===== config.mk =====
export PLATFORM = sky130hd
export DESIGN_NAME = hi_lo_muldiv_ctrl
export DESIGN_NICKNAME = d
export VERILOG_FILES = /design/src/rtl/hi_lo_muldiv_ctrl.sv
export SDC_FILE = /design/constraint.sdc
export NUM_CORES = 1
export LEC_CHECK = 0
export CAP_MARGIN = 20
export CORE_MARGIN = 8
export CORE_UTILIZATION = 30
export CTS_CLUSTER_DIAMETER = 150
export DETAILED_ROUTE_END_ITERATION = 8
export DONT_BUFFER_PORTS = 1
export GPL_TIMING_DRIVEN = 1
export PLACE_DENSITY = 0.46
export SLEW_MARGIN = 30
export SYNTH_ARGS = -nofsm -noshare
export SYNTH_HDL_FRONTEND = slang
export SYNTH_SLANG_ARGS = --single-unit

===== constraint.sdc =====
create_clock -name clk -period 6.6 [get_ports clk]
set_clock_uncertainty 0.05 [all_clocks]
set_input_delay 1.32 -clock clk [delete_from_list [all_inputs] [get_ports clk]]
set_output_delay 1.32 -clock clk [all_outputs]
set_load 0.05 [all_outputs]

===== src/rtl/hi_lo_muldiv_ctrl.sv =====
// rtl/hi_lo_muldiv_ctrl.sv - iterative multiply/divide sequencer owning all HI/LO register writes
module hi_lo_muldiv_ctrl #(
    parameter logic [31:0] DIV0_LO = 32'hFFFF_FFFF
) (
    input  logic        clk,
    input  logic        reset,
    input  logic        clk_enable,
    input  logic        op_valid,
    input  logic [2:0]  op_code,
    input  logic [31:0] op_a,
    input  logic [31:0] op_b,
    output logic        op_ready,
    input  logic        read_req,
    output logic        stall,
    output logic        busy,
    output logic [31:0] HI_input,
    output logic [31:0] LO_input,
    output logic        HI_write_enable,
    output logic        LO_write_enable
);

    localparam logic [2:0] OP_MULT  = 3'd0;
    localparam logic [2:0] OP_DIV   = 3'd2;
    localparam logic [2:0] OP_MTHI  = 3'd4;
    localparam logic [2:0] OP_MTLO  = 3'd5;

    typedef enum logic [1:0] {IDLE, CALC, DONE} state_t;

    state_t      state, state_nx;
    logic [63:0] acc, acc_nx;
    logic [31:0] opnd, raw_a, hi_q, lo_q;
    logic [4:0]  count;
    logic        is_div, neg_q, neg_r, div0;

    logic        accept, is_signed, is_arith;
    logic [31:0] mag_a, mag_b;
    logic [32:0] sum33, rem_t, rem_diff;
    logic [63:0] prod_res;
    logic [31:0] res_hi, res_lo;

    assign op_ready  = (state == IDLE);
    assign busy      = (state != IDLE);
    assign stall     = (op_valid & ~op_ready) | (read_req & busy);
    assign accept    = op_valid & op_ready & clk_enable;
    assign is_signed = (op_code == OP_MULT) || (op_code == OP_DIV);
    assign is_arith  = (op_code[2] == 1'b0);
    assign mag_a     = (is_signed && op_a[31]) ? (~op_a + 32'd1) : op_a;
    assign mag_b     = (is_signed && op_b[31]) ? (~op_b + 32'd1) : op_b;

    // Multiply keeps the multiplier in acc[31:0] and shifts the product in from the top;
    // divide keeps the partial remainder in acc[63:32] and shifts quotient bits into acc[31:0].
    always_comb begin
        sum33    = {1'b0, acc[63:32]} + (acc[0] ? {1'b0, opnd} : 33'd0);
        rem_t    = {acc[63:32], acc[31]};
        rem_diff = rem_t - {1'b0, opnd};
        acc_nx   = {sum33, acc[31:1]};
        if (is_div) begin
            if (!rem_diff[32]) acc_nx = {rem_diff[31:0], acc[30:0], 1'b1};
            else               acc_nx = {rem_t[31:0], acc[30:0], 1'b0};
        end
    end

    always_comb begin
        prod_res = neg_q ? (~acc + 64'd1) : acc;
        res_hi   = prod_res[63:32];
        res_lo   = prod_res[31:0];
        if (is_div) begin
            if (div0) begin
                res_hi = raw_a;
                res_lo = DIV0_LO;
            end else begin
                res_hi = neg_r ? (~acc[63:32] + 32'd1) : acc[63:32];
                res_lo = neg_q ? (~acc[31:0] + 32'd1) : acc[31:0];
            end
        end
    end

    always_comb begin
        state_nx = state;
        case (state)
            IDLE:    if (accept && is_arith) state_nx = CALC;
            CALC:    if (count == 5'd31) state_nx = DONE;
            DONE:    state_nx = IDLE;
            default: state_nx = IDLE;
        endcase
    end

    always_comb begin
        HI_input        = hi_q;
        LO_input        = lo_q;
        HI_write_enable = 1'b0;
        LO_write_enable = 1'b0;
        if (state == IDLE && accept && op_code == OP_MTHI) begin
            HI_input        = op_a;
            HI_write_enable = ~reset;
        end
        if (state == IDLE && accept && op_code == OP_MTLO) begin
            LO_input        = op_a;
            LO_write_enable = ~reset;
        end
        if (state == DONE && clk_enable) begin
            HI_input        = res_hi;
            LO_input        = res_lo;
            HI_write_enable = ~reset;
            LO_write_enable = ~reset;
        end
    end

    always_ff @(posedge clk) begin
        if (reset) begin
            state  <= IDLE;
            acc    <= 64'd0;
            opnd   <= 32'd0;
            raw_a  <= 32'd0;
            hi_q   <= 32'd0;
            lo_q   <= 32'd0;
            count  <= 5'd0;
            is_div <= 1'b0;
            neg_q  <= 1'b0;
            neg_r  <= 1'b0;
            div0   <= 1'b0;
        end else if (clk_enable) begin
            state <= state_nx;
            if (HI_write_enable) hi_q <= HI_input;
            if (LO_write_enable) lo_q <= LO_input;
            if (state == IDLE && accept && is_arith) begin
                is_div <= op_code[1];
                opnd   <= op_code[1] ? mag_b : mag_a;
                acc    <= {32'd0, op_code[1] ? mag_a : mag_b};
                raw_a  <= op_a;
                count  <= 5'd0;
                neg_q  <= is_signed & (op_a[31] ^ op_b[31]);
                neg_r  <= is_signed & op_a[31];
                div0   <= op_code[1] & (op_b == 32'd0);
            end else if (state == CALC) begin
                acc   <= acc_nx;
                count <= count + 5'd1;
            end
        end
    end

endmodule


==> results of run 1 <==
-- area by class of cell --
type / count / area, µm²
fillers: 6312 / 39000
repair buffers: 87 / 659
flip-flops and latches: 203 / 4070
diodes: 2 / 5.00
clock inverters: 17 / 215
well taps: 773 / 967
inverters: 65 / 244
clock buffers: 33 / 738
multi-input cells: 1901 / 12700
-- where the power goes --
| part | leakage, µW | switching, µW | internal (µW) |
|---|---|---|---|
| Combinational | 0.00598 | 424 | 241 |
| Clock | 0.000463 | 653 | 956 |
| Sequential | 0.00165 | 44.3 | 1260 |
| Total | 0.00809 | 1120 | 2450 |
-- metrics by stage --
stage	power (µW)	setup slack, ns	utilization [%]	area (µm²)
4_1_cts	3590	0.861	33.4	19500
2_1_floorplan	1820	1.25	-	17600
6_report	3570	0.881	33.4	19600
5_1_grt	3700	0.681	33.4	19600
3_3_place_gp	1980	1.29	31.5	18500
3_5_place_dp	1980	1.49	31.7	18600
-- flip-flops by register name (all words and copies together) (netlist names) --
name / count
raw_a: 32
opnd: 32
lo_q: 32
neg_q: 1
is_div: 1
hi_q: 32
neg_r: 1
div0: 1
acc: 64
state: 2
count: 5
-- worst max-delay path, cell delays in order, from the launching register on --
cell      delay (ns)
dfxtp_1         0.37
or4_1           0.64
nor4_1          0.32
nand4_1         0.46
nor3_1          0.81
nand2_1         0.15
mux2_2          0.26
o221ai_1        0.15
a21oi_2         0.58
-- cells in the mapped netlist, drive strengths merged (9+ instances only) --
cell and n:
nor2b 41, a22oi 50, o21ai 150, o22ai 10
nor2 196, and3 17, o31ai 20, buf 28
or2 11, ha 70, clkbuf 170, nand2b 23
a211oi 35, nand3 33, nor4 23, o21a 14
and2 9, a31oi 25, dfxtp 203, nor3b 39
inv 64, mux2 12, or4 24, mux2i 151
nand2 250, nor3 40, a21o 83, o221ai 9
xor2 96, nand4 20, or3 18, o211ai 49
o41ai 15, xnor2 96, a21oi 196
-- cell families after synthesis --
family / after synthesis / synth area share, %
AO/OA/AOI/OAI: 716 / 26.2
XOR/XNOR: 192 / 9.54
adder cells (fa/ha/maj): 72 / 5.20
buffers and inverters: 263 / 5.77
flip-flops: 203 / 23.1
multiplexers: 163 / 9.35
AND/OR/NAND/NOR: 758 / 20.9
-- worst max path at each step --
| stage | endpoint | slack [ns] | cells past startpoint |
|---|---|---|---|
| after floorplan | HI_input[2] | 1.25 | 6 |
| after global placement | HI_input[7] | 1.29 | 8 |
| after detailed placement | HI_input[18] | 1.49 | 10 |
| after CTS | HI_input[18] | 0.86 | 10 |
| after global routing | HI_input[7] | 0.68 | 8 |
| final | HI_input[7] | 0.88 | 8 |
-- layer usage --
layer  track usage, %  vias up  wire length (µm)  share of wire (%)
met5                0        -                 0                  0
met4             6.81        0              2530                3.5
met3             3.49      105              4460                6.1
met2             34.5      509             33900                 46
met1             27.2     8390             32100                 44
li1                 -     8378                 -                  -
==> results.yml, run 1 <==
status:
  status: "completed"
critical_path:
  ff2ff_path_depth: 13
  startpoint_type: "flip-flop"
  crit_required_ns: 5.23
  r2r-start: "acc[31]"
  arrival_ns: 4.35
  cp_max_fo: 8
  cp-startpoint: "acc[8]"
  rrSetupSlack_ns: 2.22
  worstSetupEndpointType: "output port"
  r2r-end: "acc[43]"
  path_class: "reg2out"
global_routing:
  grt_pass1_wl_mm: 108
  grt_overflow: 0
  grt_usage_pct: 20.8
  antenna_found_initial: 7
  grt_max_degree: 179
  grt_pass1_vias: 16700
synth:
  synthTopCellsByArea: "dfxtp_1 23%, mux2i_1 8.6%, a21oi_1 5.5%, nand2_1 5.3%, ha_1 5.0%"
  syn_avg_cell_area_um2: 7.44
  synth_flop_cell: "dfxtp_1"
  synthCells: 2367
  synth_top_cell_by_area: "dfxtp_1"
  netlist_area_um2: 17600
  syn-num-nets: 2511
  yosys_register_bits: 203
  ys_warn_count: 0
  synth-async-reset-ratio_pct: 0
  synth_seq_area_share_pct: 23.1
  ys_types: 77
  synth-edff-count: 0
  yosys.area.top_type_share_pct: 23.1
floorplanning:
  die-area_um2: 66700
  die_w_um: 258
  coreArea_um2: 58600
  start_util_pct: 30.1
  die_h_um: 258
  ios: 141
  rows: 89
routing:
  detail_route.wl_per_cell_um: 23.7
  first_pass_iters: 5
  vias: 17400
  drc: 0
  postRouteAntennaNets: 0
  wl_mm: 72.9
  initialDrtViolationCount: 1251
  viasPerCell: 5.64
hold_path:
  holdPathStages: 2
  hp-start: "opnd[27]"
  hold_path_class: "reg2reg"
  min_to: "opnd[27]"
clock_tree:
  clock_sinks: 203
  postCtsSetupRepairBufs: 0
  cts_buffer_depth: 3
  insertion_delay_ns: 0.59
  ctsResizeCount: 0
  path_clk_slew_ns: 0.06
  cts_tree: "built"
  cts_root_buf: "clkbuf_16"
  htreeDepth: 1
  cts_made_buffers: 27
  postCtsHoldBufs: 0
finish:
  nNetsFinal: 2429
  area_delta_synth_final_pct: 11.1
  finalNonFillerCells: 3081
  layout_common_cells: "250 x nand2_1, 200 x dfxtp_1, 192 x nor2_1"
  final_common_cell: "nand2_1"
  drive_above_1_share_pct: 8.54
sta:
  slew_violations: 0
  finalCritPeriodShare_pct: 86.6
  max_clock_freq_mhz: 175
  finalSetupViolCount: 0
  worst_pin_slew_ns: 1.04
  post-route-min-period_ns: 5.72
  whs_ns: 0.401
  setup_tns_ns: 0
  relSlewSlack_pct: 29.6
  hold_viol_final: 0
  grt_setup_unrepaired: "no"
flow_run:
  maxCapViolCount: 0
place:
  numPortBuffers: 0
  hpwl_mm: 54.2
  dpl.cell_count: 3029
  gp_congestion: 0.918
power_and_ir_drop:
  p_per_area_nw_per_um2: 183
  ir_worst_vdd_mv: 0.178
  power.leakage_uw: 0.00809
Note: power is estimated with default switching activity, not from simulation.
==> inputs of run 2 (changes only) <==
CORE_ASPECT_RATIO = 1.5   (was not set)
==> run 2 against run 1 <==
  * Combinational power increased by 7.7%
  * Critical path type unchanged
  * Register-to-register slack got worse by 0.18 ns
  * Die area grew 0.24%
==> results.yml, run 2 (synthesis gave the netlist of run 1 again) <==
routing:
  initialDrtViolationCount: 1424
  vias: 17600
  wl_mm: 81.0
  viasPerCell: 5.74
  postRouteAntennaNets: 0
  first_pass_iters: 5
  detail_route.wl_per_cell_um: 26.3
  drc: 0
power_and_ir_drop:
  combPwrFrac_pct: 20.6
  p_per_area_nw_per_um2: 178
  swShare_pct: 32.3
  pwr-share-clk_pct: 41.9
  seqPwrFrac_pct: 37.4
  power.switching_uw: 1120
  power.leakage_uw: 0.00807
  intPower_uw: 2350
  ir_worst_vdd_mv: 0.181
hold_path:
  hold_path_class: "reg2reg"
critical_path:
  arrival_ns: 4.52
  r2r-start: "acc[31]"
  cp-startpoint: "acc[19]"
  crit_path_frequent_cell: "or4_4"
  crit_required_ns: 5.23
  slowest_stage: "or4_4"
  cp_max_fo: 8
  crit_end: "HI_input[18]"
  ff2ff_path_depth: 13
  crit_chain: "or4_4 -> or4_4 -> nor3_1 -> nand3_1 -> o41ai_1 -> xnor2_1 -> o21ai_0 -> o21ai_2"
  r2r-end: "acc[41]"
  worstSetupEndpointType: "output port"
  startpoint_type: "flip-flop"
  slowest_delay_ns: 0.59
  path_class: "reg2out"
  rrSetupSlack_ns: 2.04
clock_tree:
  cts_root_buf: "clkbuf_16"
  postCtsSetupRepairBufs: 0
  cts_buffer_depth: 3
  cts_made_buffers: 24
  cts_tree: "built"
  clock_sinks: 203
  insertion_delay_ns: 0.56
  postCtsHoldBufs: 0
  path_clk_slew_ns: 0.06
  htreeDepth: 1
  ctsResizeCount: 0
finish:
  final_common_cell: "nand2_1"
  postLayoutCoreUtil_pct: 33.4
  layout_common_cells: "250 x nand2_1, 200 x dfxtp_1, 191 x nor2_1"
  area_delta_synth_final_pct: 10.8
  largest_reg_flops: 64
  nNetsFinal: 2426
  top_register: "acc"
  drive_above_1_share_pct: 8.66
sta:
  slew_violations: 0
  max_clock_freq_mhz: 170
  finalCritPeriodShare_pct: 89.2
  post-route-min-period_ns: 5.89
  setup_tns_ns: 0
  finalSetupViolCount: 0
  relSlewSlack_pct: 31.4
  hold_viol_final: 0
  grt_setup_unrepaired: "no"
  worst_pin_slew_ns: 1.03
place:
  numPortBuffers: 0
  hpwl_mm: 61.7
  gp_congestion: 0.950
global_routing:
  grt_pass1_wl_mm: 118
  grt_usage_pct: 23.5
  grt_max_degree: 179
  antenna_found_initial: 1
  grt_pass1_vias: 17300
  grt_overflow: 0
floorplanning:
  rows: 109
  die_h_um: 313
  coreArea_um2: 58500
  start_util_pct: 30.1
  die_w_um: 214
  ios: 141
  die-area_um2: 66900
flow_run:
  maxCapViolCount: 0
status:
  status: "completed"
[run 2: worst max-delay path, delay by kind of cell (launching register included)]
family,cells,cell delay (ns)
compound gates,3,1.44
xor+xnor,1,0.11
flops,1,0.39
simple gates,4,2.00
[run 2: layout make-up]
class                           count  area [µm²]
Tap cell                          777         972
Clock buffer                       33         727
Fill cell                        6229       39000
Antenna cell                        1        2.50
Multi-Input combinational cell   1901       12700
Inverter                           65         244
Sequential cell                   203        4070
Timing Repair Buffer               87         698
Clock inverter                      9         100
[run 2: worst min path at each step]
stage	cells past startpoint	slack (ns)	from	endpoint
after CTS	2	0.40	opnd[29]	opnd[29]
after global routing	2	0.43	opnd[24]	opnd[24]
after detailed placement	2	0.40	opnd[10]	opnd[10]
after global placement	2	0.39	opnd[17]	opnd[17]
final	2	0.40	opnd[14]	opnd[14]
after floorplan	2	0.38	opnd[8]	opnd[8]
[run 2: routing by layer]
metal	up-vias	global-route usage, %	routed length [µm]
met1	8513	24.5	29300
li1	8343	-	-
met5	-	0	0
met3	184	3.34	3920
met4	0	14.7	5620
met2	604	43.2	42100
[run 2: power groups by stage]
stage | Clock (µW) | Sequential, µW | Combinational (µW)
2_1_floorplan | 0 | 1300 | 518
3_5_place_dp | 0 | 1330 | 704
5_1_grt | 1520 | 1300 | 762
4_1_cts | 1490 | 1300 | 708
3_3_place_gp | 0 | 1320 | 698
6_report | 1450 | 1300 | 716
[run 2: stage by stage]
step,worst slack [ns],instance area [µm²],cells,hold WS (ns),power (µW)
2_1_floorplan,1.25,17600,2367,0.382,1820
3_3_place_gp,1.22,18500,3027,0.392,2020
3_5_place_dp,1.40,18600,3033,0.396,2030
4_1_cts,0.790,19500,3075,0.404,3490
5_1_grt,0.593,19500,3075,0.425,3590
6_report,0.714,19500,3076,0.403,3470
==> inputs of run 3 (changes only) <==
CORE_MARGIN = 2   (was 8)
==> run 3 against run 2 <==
  * Combinational power is 4.1% lower
  * Worst hold slack about the same
  * Setup slack lost 0.0055 ns
  * Die area decreased by 9.2%
  * Global-route usage grew 1.5 points
  * Sequential share of layout area hardly changed
  * Critical path type unchanged
  * Largest power group unchanged
  * Highest routed layer is now met5
==> results.yml, run 3 (synthesis gave the netlist of run 1 again) <==
clock_tree:
  path_clk_slew_ns: 0.07
  clock_sinks: 203
  htreeDepth: 1
  postCtsHoldBufs: 0
  cts_buffer_depth: 3
  cts_made_buffers: 24
  ctsResizeCount: 0
  insertion_delay_ns: 0.56
  cts_tree: "built"
  postCtsSetupRepairBufs: 0
  cts_root_buf: "clkbuf_16"
global_routing:
  grt_max_degree: 179
  grt_pass1_vias: 17500
  grt_overflow: 0
  top_usage_layer: "met2"
  grt_pass1_wl_mm: 114
  grt_usage_pct: 25.0
  use_met1_pct: 25.8
  met3_usage_pct: 3.45
  grt.met2_usage_pct: 46.2
  antenna_found_initial: 2
sta:
  hold_viol_final: 0
  relSlewSlack_pct: 31.6
  finalSetupViolCount: 0
  grt_setup_unrepaired: "no"
  setup_tns_ns: 0
  slew_violations: 0
  finalCritPeriodShare_pct: 89.3
  worst_pin_slew_ns: 1.02
  max_clock_freq_mhz: 170
  post-route-min-period_ns: 5.89
  whs_ns: 0.403
routing:
  detail_route.wl_per_cell_um: 25.4
  first_pass_iters: 6
  viasPerCell: 5.74
  drc: 0
  wl_mm: 78.2
  postRouteAntennaNets: 0
  initialDrtViolationCount: 1304
  vias: 17700
floorplanning:
  die-area_um2: 60700
  rows: 108
  ios: 141
  start_util_pct: 30.4
  coreArea_um2: 58000
  die_h_um: 301
  die_w_um: 202
critical_path:
  rrSetupSlack_ns: 2.07
  cp-startpoint: "acc[8]"
  crit_required_ns: 5.23
  arrival_ns: 4.52
  worstSetupEndpointType: "output port"
  cp_max_fo: 14
  crit_chain: "or4_1 -> nor4_1 -> nand4_1 -> or3_4 -> o41ai_2 -> xor2_1 -> mux2_2 -> mux2i_2"
  r2r-end: "acc[54]"
  ff2ff_path_depth: 13
  path_class: "reg2out"
  slowest_stage: "or3_4"
  r2r-start: "acc[31]"
  slowest_delay_ns: 0.71
  startpoint_type: "flip-flop"
finish:
  drive_above_1_share_pct: 8.83
  nNetsFinal: 2437
  layout_common_cells: "250 x nand2_1, 200 x dfxtp_1, 192 x nor2_1"
  largest_reg_flops: 64
  top_register: "acc"
  area_delta_synth_final_pct: 10.9
  final_common_cell: "nand2_1"
power_and_ir_drop:
  p_per_area_nw_per_um2: 179
  total_power_uw: 3490
  power.leakage_uw: 0.00807
  ir_worst_vdd_mv: 0.194
place:
  gp_congestion: 0.922
  numPortBuffers: 0
  hpwl_mm: 60.0
hold_path:
  min_to: "opnd[12]"
  hp-start: "opnd[12]"
  holdPathStages: 2
  hold_path_class: "reg2reg"
flow_run:
  maxCapViolCount: 0
status:
  status: "completed"
==> run 3: routing by layer <==
layer / up-vias / wire length, µm / part of all wire (%)
li1: 8376 / - / -
met1: 8490 / 28000 / 36
met2: 620 / 40000 / 51
met3: 201 / 3990 / 5.1
met4: 2 / 6240 / 8.0
met5: - / 11 / 0.014
==> run 3: layout make-up <==
cell class | instances | area, µm²
fill | 6196 | 38400
timing repair buffer | 98 | 729
sequential | 203 | 4070
multi-input combinational | 1901 | 12700
inverter | 65 | 244
antenna | 2 | 5.00
tap | 770 | 963
clock buffer | 32 | 692
clock inverter | 12 | 170
==> run 3: per-stage QoR <==
stage               util, %  std cells  cell area, µm²  worst slack [ns]
floorplan                 -       2367           17600              1.25
global placement       32.0       3027           18600              1.11
detailed placement     32.2       3037           18700              1.38
CTS                    33.7       3081           19500             0.743
global route           33.7       3081           19500             0.529
finish                 33.7       3083           19500             0.709
==> run 3: worst max path at each step <==
| stage | to | slack [ns] | cells past startpoint |
|---|---|---|---|
| 2_1_floorplan | HI_input[2] | 1.25 | 6 |
| 3_3_place_gp | HI_input[3] | 1.11 | 8 |
| 3_5_place_dp | HI_input[15] | 1.38 | 8 |
| 4_1_cts | HI_input[23] | 0.74 | 8 |
| 5_1_grt | HI_input[23] | 0.53 | 8 |
| 6_report | HI_input[23] | 0.71 | 8 |
==> run 3: critical path, delay by kind of cell (launching register included) <==
kind / cells / cell delay [ns]
AND/OR/NAND/NOR: 4 / 2.23
multiplexers: 2 / 0.94
flip-flops: 1 / 0.38
AO/OA/AOI/OAI: 1 / 0.29
XOR/XNOR: 1 / 0.12
==> run 3: report_power, final <==
group          internal (µW)  switching [µW]
Sequential              1260            43.1
Combinational            242             445
Clock                    893             614
